<file path="src/rtl/clk_step_ctrl.sv">
// clk_step_ctrl
//
// Purpose:
//   Generates a registered clock-enable for a CPU core so it can be halted,
//   run freely, advanced once per divided-clock period, or single-stepped
//   from a bouncing push button. Also counts every enabled cycle.
//
// Parameters:
//   DB_CNT - consecutive stable cycles that confirm a button level change
//   CNT_W  - debounce counter width; DB_CNT-1 must fit in CNT_W bits
//
// Ports:
//   clk       in   1  system clock (single clock domain)
//   rst       in   1  synchronous, active-high reset
//   mode      in   2  00 halt, 01 run, 10 slow, 11 step
//   slow_clk  in   1  divided-clock level, already in the clk domain
//   btn_step  in   1  raw asynchronous step button
//   cpu_en    out  1  registered CPU clock-enable
//   step_cnt  out 16  number of cycles with cpu_en=1 (wraps)
//   btn_level out  1  debounced button level

module clk_step_ctrl #(
  parameter int DB_CNT = 1000000,
  parameter int CNT_W  = 20
) (
  input  logic        clk,
  input  logic        rst,
  input  logic [1:0]  mode,
  input  logic        slow_clk,
  input  logic        btn_step,
  output logic        cpu_en,
  output logic [15:0] step_cnt,
  output logic        btn_level
);

  typedef enum logic [1:0] {
    IDLE,
    PRESS_WAIT,
    PRESSED,
    REL_WAIT
  } dbState_e;

  localparam logic [CNT_W-1:0] DbLast = CNT_W'(DB_CNT - 1);
  localparam logic [CNT_W-1:0] CntOne = CNT_W'(1);

  logic             btnMeta_q;
  logic             btnSync_q;
  logic             slowPrev_q;
  logic             slowRise;
  dbState_e         dbState_q;
  logic [CNT_W-1:0] dbCnt_q;
  logic             press_q;
  logic             cpuEn_q;
  logic             cpuEn_d;
  logic [15:0]      stepCnt_q;
  logic [15:0]      stepCnt_d;

  // Two-flop synchronizer for the asynchronous button. slow_clk is already
  // generated in this clock domain, so it is only delayed once to find its
  // rising edge; clearing slowPrev_q on reset makes a high slow_clk on the
  // first edge after reset count as a rise.
  always_ff @(posedge clk) begin
    if (rst) begin
      btnMeta_q  <= 1'b0;
      btnSync_q  <= 1'b0;
      slowPrev_q <= 1'b0;
    end else begin
      btnMeta_q  <= btn_step;
      btnSync_q  <= btnMeta_q;
      slowPrev_q <= slow_clk;
    end
  end

  assign slowRise = slow_clk & ~slowPrev_q;

  // Debounce FSM. A level change is accepted only after DB_CNT consecutive
  // samples at the new level; any bounce sends it back to the previous
  // stable state. press_q is a one-cycle pulse on entering PRESSED only, so
  // a bounce during release (REL_WAIT -> PRESSED) never re-triggers it and a
  // long hold yields a single pulse. The FSM runs in every mode.
  always_ff @(posedge clk) begin
    if (rst) begin
      dbState_q <= IDLE;
      dbCnt_q   <= '0;
      press_q   <= 1'b0;
    end else begin
      press_q <= 1'b0;
      case (dbState_q)
        IDLE: begin
          if (btnSync_q) begin
            dbState_q <= PRESS_WAIT;
            dbCnt_q   <= '0;
          end
        end
        PRESS_WAIT: begin
          if (!btnSync_q) begin
            dbState_q <= IDLE;
          end else if (dbCnt_q == DbLast) begin
            dbState_q <= PRESSED;
            press_q   <= 1'b1;
          end else begin
            dbCnt_q <= dbCnt_q + CntOne;
          end
        end
        PRESSED: begin
          if (!btnSync_q) begin
            dbState_q <= REL_WAIT;
            dbCnt_q   <= '0;
          end
        end
        REL_WAIT: begin
          if (btnSync_q) begin
            dbState_q <= PRESSED;
          end else if (dbCnt_q == DbLast) begin
            dbState_q <= IDLE;
          end else begin
            dbCnt_q <= dbCnt_q + CntOne;
          end
        end
        default: begin
          dbState_q <= IDLE;
          dbCnt_q   <= '0;
        end
      endcase
    end
  end

  // Enable selection. Events are consumed in the cycle they occur, so a
  // slow_clk rise or a press seen in a non-matching mode is simply lost.
  // The step counter advances on the registered enable, i.e. it counts the
  // cycles the CPU actually ran.
  always_comb begin
    cpuEn_d = 1'b0;
    case (mode)
      2'b00:   cpuEn_d = 1'b0;
      2'b01:   cpuEn_d = 1'b1;
      2'b10:   cpuEn_d = slowRise;
      2'b11:   cpuEn_d = press_q;
      default: cpuEn_d = 1'b0;
    endcase
    stepCnt_d = stepCnt_q + {15'd0, cpuEn_q};
  end

  // Output registers.
  always_ff @(posedge clk) begin
    if (rst) begin
      cpuEn_q   <= 1'b0;
      stepCnt_q <= 16'd0;
    end else begin
      cpuEn_q   <= cpuEn_d;
      stepCnt_q <= stepCnt_d;
    end
  end

  assign cpu_en    = cpuEn_q;
  assign step_cnt  = stepCnt_q;
  assign btn_level = (dbState_q == PRESSED) || (dbState_q == REL_WAIT);

endmodule

</file>
<file path="config.mk">
export PLATFORM = sky130hd
export DESIGN_NAME = clk_step_ctrl
export DESIGN_NICKNAME = d
export VERILOG_FILES = /design/src/rtl/clk_step_ctrl.sv
export SDC_FILE = /design/constraint.sdc
export NUM_CORES = 1
export LEC_CHECK = 0
export CORE_ASPECT_RATIO = 0.5
export CORE_UTILIZATION = 25
export DETAILED_ROUTE_END_ITERATION = 12
export SLEW_MARGIN = 0
export SYNTH_ARGS = -nofsm -noshare
export SYNTH_HDL_FRONTEND = slang
export SYNTH_SLANG_ARGS = --single-unit
</file>
<file path="constraint.sdc">
create_clock -name clk -period 3.15 [get_ports clk]
set_input_delay 0.315 -clock clk [delete_from_list [all_inputs] [get_ports clk]]
set_output_delay 0.315 -clock clk [all_outputs]
set_load 0.05 [all_outputs]
</file>
==> results of run 1 <==
[layer usage]
metal  wire length, um  GRT usage [%]  part of all wire (%)
met2              1867          18.78                    45
met1              2092          14.11                    51
met4                37          3.529                  0.90
met3               126          2.199                   3.1
met5                 0              0                     0
[worst max path at each step]
stage / startpoint / to / slack (ns) / depth (start not counted)
final: dbCnt_q[8]$_SDFFE_PP0P_ / dbCnt_q[8]$_SDFFE_PP0P_ / 0.98 / 5
after global routing: dbCnt_q[0]$_SDFFE_PP0P_ / dbCnt_q[14]$_SDFFE_PP0P_ / 0.81 / 6
after CTS: dbCnt_q[8]$_SDFFE_PP0P_ / dbCnt_q[8]$_SDFFE_PP0P_ / 0.99 / 5
after detailed placement: rst / dbCnt_q[8]$_SDFFE_PP0P_ / 0.98 / 6
after global placement: dbCnt_q[8]$_SDFFE_PP0P_ / dbCnt_q[17]$_SDFFE_PP0P_ / 1.05 / 5
after floorplan: step_cnt[0]$_SDFF_PP0_ / step_cnt[14]$_SDFF_PP0_ / 1.20 / 7
[cell usage after synthesis]
library cell  instances
a41o_1                1
or4_1                 2
a21oi_1               4
and3_1               10
o21ai_0               2
and2_1                3
buf_8                 1
nor4b_2               1
nor3_1                7
nor4_1                3
o211ai_1              2
mux2_1                1
a211o_1               5
inv_1                 6
clkbuf_1              6
dfxtp_1              43
or3_1                 2
a21o_1                2
nor2_1               24
o31ai_1               1
a221o_1               5
o211a_1               1
nor4b_1               2
buf_2                 1
nand2b_1              1
and4_1                4
nor2b_1               5
nand3_1               8
nor4_2                1
o21ai_4               1
or4_4                 1
xor2_1               11
o31a_1                2
nand4_1              10
a31oi_1               2
ha_1                  3
xnor2_1               7
o31ai_2               1
nor4bb_1              1
a22o_1                5
nand3_2               1
nand2_1              19
[layout by cell type, fill, tap and decap left out, types with 2 or more instances in the layout]
cell and n:
clkinvlp_4 2, a211o_1 5, nor4_1 3, clkbuf_16 5, o211ai_1 2, or3_1 2
and2_1 3, o21ai_0 2, inv_1 6, xor2_1 11, xnor2_1 7, a21o_1 2
nor4b_1 2, clkdlybuf4s50_1 23, nand3_1 8, nor2_1 24, o31a_1 2, a31oi_1 2
a221o_1 5, or4_1 2, dfxtp_1 43, and3_1 10, nor2b_1 5, a21oi_1 4
nand2_1 19, ha_1 3, and4_1 4, a22o_1 5, nand4_1 10, nor3_1 7
[stage by stage]
| step | hold slack (ns) | total power (uW) | util, % | cell area [um2] |
|---|---|---|---|---|
| after detailed placement | 0.4271 | 607.7 | 30.90 | 2322 |
| final | 0.4402 | 1101 | 32.83 | 2467 |
| after CTS | 0.4410 | 1114 | 32.83 | 2467 |
| after global placement | 0.4265 | 606.9 | 30.90 | 2322 |
| after floorplan | 0.4138 | 593.3 | - | 1992 |
| after global routing | 0.4645 | 1147 | 32.83 | 2467 |
[area by class of cell]
type | count | area, um2
Fill cell | 772 | 5047
Multi-Input combinational cell | 161 | 1066
Sequential cell | 43 | 860.8
Timing Repair Buffer | 24 | 237.7
Tap cell | 108 | 135.1
Clock buffer | 5 | 125.1
Inverter | 6 | 22.52
Clock inverter | 3 | 20.02
[critical path, cell delays in order (launching register included)]
cell and delay, ns:
dfxtp_1 0.37, nor4b_2 0.38, nand3_2 0.18, o31a_1 0.57, and3_1 0.28, a221o_1 0.27
[cell families after synthesis]
logic type | Yosys count | share of synthesized area, %
and+or+nand+nor | 105 | 28.89
DFF | 43 | 43.22
AOI/OAI and AO/OA | 34 | 14.26
xor gates and xnor gates | 18 | 7.915
buffers and inverters | 14 | 3.266
adders and majority gates | 3 | 1.885
muxes | 1 | 0.5653
[flip-flops by register name (all words and copies together) (netlist names), named ones only]
register	flops
press_q	1
btnSync_q	1
dbState_q	1
dbCnt_q	20
btnMeta_q	1
cpu_en	1
slowPrev_q	1
step_cnt	16
[power by group through the flow]
stage	registers (uW)	logic, uW	clock network, uW
after global placement	563	43.7	0
final	551	44.0	506
after global routing	551	48.4	547
after floorplan	572	21.1	0
after detailed placement	563	44.3	0
after CTS	551	44.4	518
==> flow_summary.toml, run 1 <==
[synth]
syn_area_um2 = 1992
synth.avg_cell_area_um2 = 9.137
synth_area_leaders = "dfxtp_1 (43%), xor2_1 (4.8%), nor2_1 (4.5%), nand2_1 (3.6%), and3_1 (3.1%)"
syn_inst = 218
yosysUniqueCellTypes = 42
yosysTopAreaCellShare_pct = 43.22
yosysTopAreaCell = "dfxtp_1"
yosysSeqAreaShare_pct = 43.22
synth-seq-cells = 43
synth_nets = 227
synth_warnings = 0

[sta]
clock_skew_ns = 0.004920
finalHoldViolCount = 0
clock.fmax_mhz = 461.1
setup_viol = 0
fin_crit_ns = 2.169
slew_headroom_pct = 50.69
worst_slack_ns = 0.9813
rsz0062_at_grt = "no"
maxSlewViolCount = 0
fin_crit_sh_pct = 68.85
finalSetupTns_ns = 0
tightest_slew_ns = 0.7396

[placed_design]
pre_cts_ws_ns = 0.9829
dp.cells = 342
hpwlAfterDp_mm = 2.884
place.gp.congestion = 0.7284
io_buffers = 23

[run]
drv_cap = 0

[worst_hold_path]
hold_depth = 1
min_to = "btnSync_q$_SDFF_PP0_"
min_path_type = "register to register"
hp-start = "btnMeta_q$_SDFF_PP0_"

[pwr]
power_frac_seq_pct = 50.1
power.internal_uw = 857.6
p_comb_share_pct = 4.0
ir_drop_mv = 0.2150
netSwitchingFraction_pct = 22.10
p_leak_uw = 0.0009273
p_switching_uw = 243.3
powerDensity_nw_per_um2 = 446.2
power_frac_clock_pct = 45.9

[die]
rows = 22
fp.coreArea_um2 = 7515
fp.dieW_um = 128.2
die_y_um = 65.12
ioPinCount = 24
dieArea_um2 = 8351
initial_utilization_pct = 26.51

[clock_network]
cts_tree = "yes"
clock-sinks = 43
htree_levels = 2
cts_resized = 0
clock_path_buffers = 2
cts-root-buf = "clkbuf_16"
cts_hold_buf = 0
clkTransAtPathRegs_ns = 0.06
clock_latency_ns = 0.28
postCtsSetupRepairBufs = 0
cts_buffers = 5

[final_layout]
diodes = 0
drive_gt1_share_pct = 6.198
nets = 250
final_cells = 350
syn_to_final_growth_pct = 23.87

[critical_path]
reg2regPathDepth = 5
rrSetupSlack_ns = 0.98
r2r_end = "dbCnt_q[8]$_SDFFE_PP0P_"
required_ns = 3.32
worstSetupStartpointType = "register"
crit_path_end_kind = "register"
arrival_ns = 2.34
timing.rr.start = "dbCnt_q[8]$_SDFFE_PP0P_"
worstSetupPathType = "register to register"
crit_fanout = 22

[global_route]
grt_max_degree = 27
grt-ovfl-total = 0
grt_antenna_before_repair = 0
grt_pass1_vias = 1604
grt_first_pass_wirelength_mm = 7.376
grtUsageTotal_pct = 11.03

[detailed_routing]
drc = 0
wl_per_cell_um = 11.78
drt_wl_total_mm = 4.124
drt_first_pass_iters = 4
num_vias = 1675
dr.first_iter.drc_count = 80
ant_nets = 0
via_per_inst = 4.786

[status]
status = "finished, final reports clean"
Power figures use the tool's default switching activity.
==> run 2, diff against run 1 <==
Clock period 3.15 ns to 2.2 ns, I/O delays scaled along.
==> flow_summary.toml, run 2 (synthesized netlist as in run 1, its figures left out) <==
[die]
fp.coreArea_um2 = 7515
initial_utilization_pct = 26.51
ioPinCount = 24
dieArea_um2 = 8351
rows = 22
die_y_um = 65.12
fp.dieW_um = 128.2

[detailed_routing]
dr.first_iter.drc_count = 84
drt_wl_total_mm = 4.082
drt_first_pass_iters = 4
wl_per_cell_um = 11.53
num_vias = 1692
via_per_inst = 4.780
drc = 0
ant_nets = 0

[critical_path]
cp_top_family = "compound AO/OA/AOI/OAI gates"
crit_path_end_kind = "register"
arrival_ns = 2.20
required_ns = 2.36
timing.rr.start = "dbCnt_q[8]$_SDFFE_PP0P_"
crit_chain = "nor4b_2, nand3_2, o31a_2, and3_1, a221o_1"
cp_slowest_cell = "o31a_2"
worstSetupStartpointType = "register"
max_stage_delay_ns = 0.54
r2r_end = "dbCnt_q[8]$_SDFFE_PP0P_"
crit_fanout = 22
rrSetupSlack_ns = 0.16
worstSetupPathType = "register to register"
critPathBufInv = 0
reg2regPathDepth = 5

[placed_design]
hpwlAfterDp_mm = 2.895
place.gp.congestion = 0.7742
pre_cts_ws_ns = 0.06187
io_buffers = 23

[final_layout]
drive_gt1_share_pct = 7.724
final_util_pct = 33.40
final_cell_mix = "dfxtp_1 (43), nor2_1 (24), clkdlybuf4s50_1 (23), nand2_1 (19), xor2_1 (11)"
fillers = 753
syn_to_final_growth_pct = 26.01
regArea_um2 = 860.8
diodes = 0
nets = 254
largest_reg_flops = 20
multiInputGateArea_um2 = 1067
final_common_cell = "dfxtp_1"
largest_register = "dbCnt_q"

[global_route]
grt_max_degree = 27
grt_antenna_before_repair = 0
grt_first_pass_wirelength_mm = 7.307
grt_pass1_vias = 1621
grt-ovfl-total = 0
grtUsageTotal_pct = 10.86

[sta]
finalSetupTns_ns = 0
rsz0062_at_grt = "no"
finalHoldViolCount = 0
timing.hold.ws_ns = 0.4378
fin_crit_sh_pct = 92.52
slew_headroom_pct = 64.09
setup_viol = 0
clock.fmax_mhz = 491.3
fin_crit_ns = 2.035
worst_slack_ns = 0.1646
clock_skew_ns = 0.005237
maxSlewViolCount = 0
tightest_slew_ns = 0.5368

[clock_network]
clock_path_buffers = 2
htree_levels = 2
clock-sinks = 43
cts_buffers = 5
clock_latency_ns = 0.28
clkTransAtPathRegs_ns = 0.06
cts-root-buf = "clkbuf_16"
cts_hold_buf = 0
cts_tree = "yes"

[pwr]
power_uw = 1613
p_leak_uw = 0.0009596
powerDensity_nw_per_um2 = 642.7
ir_drop_mv = 0.2384

[worst_hold_path]
min_to = "btnSync_q$_SDFF_PP0_"
hold_depth = 1
hp-start = "btnMeta_q$_SDFF_PP0_"
min_path_type = "register to register"

[run]
drv_cap = 0

[status]
status = "finished, final reports clean"
run 2: cell count changes in the layout (fill, tap and decap cells not counted), sizes merged:
cell,change
buf,+4
clkbuf,+3
clkinvlp,-2
clkinv,-1
run 2: timing repair:
item,CTS,global route
hold endpoints to repair,0,0
gates resized for setup,0,1
setup endpoints to repair,0,10
buffers inserted,0,0
run 2: power breakdown:
part | switching, uW | internal (uW)
combinational | 38.7 | 24.5
clock | 277 | 483
sequential | 3.82 | 786
run 2: worst max-delay path by stage:
| stage | start | endpoint | slack [ns] | cells after the start |
|---|---|---|---|---|
| finish | dbCnt_q[8]$_SDFFE_PP0P_ | dbCnt_q[8]$_SDFFE_PP0P_ | 0.16 | 5 |
| CTS | dbCnt_q[8]$_SDFFE_PP0P_ | dbCnt_q[8]$_SDFFE_PP0P_ | 0.06 | 5 |
| floorplan | step_cnt[0]$_SDFF_PP0_ | step_cnt[14]$_SDFF_PP0_ | 0.25 | 7 |
| global placement | dbCnt_q[0]$_SDFFE_PP0P_ | dbCnt_q[14]$_SDFFE_PP0P_ | 0.18 | 5 |
| global route | dbCnt_q[8]$_SDFFE_PP0P_ | dbCnt_q[17]$_SDFFE_PP0P_ | 0.04 | 5 |
| detailed placement | dbCnt_q[8]$_SDFFE_PP0P_ | dbCnt_q[8]$_SDFFE_PP0P_ | 0.06 | 5 |
run 2: per-stage QoR:
step                      cells  cell area (um2)
after floorplan             218             1992
after global placement      346             2352
after detailed placement    346             2352
after CTS                   354             2509
after global routing        354             2510
final                       354             2510
run 2: metal layers:
layer	up-vias	routed length, um	global-route usage [%]
li1	854	-	-
met3	5	127	2.199
met2	30	1856	18.04
met5	-	0	0
met4	0	53	4.853
met1	803	2045	13.75
run 2: final cells by class:
| cell class | instances | area share, % |
|---|---|---|
| inverter | 6 | 0.8973 |
| multi-input combinational | 161 | 42.52 |
| tap | 108 | 5.384 |
| clock buffer | 8 | 6.231 |
| sequential | 43 | 34.30 |
| timing repair buffer | 28 | 10.67 |
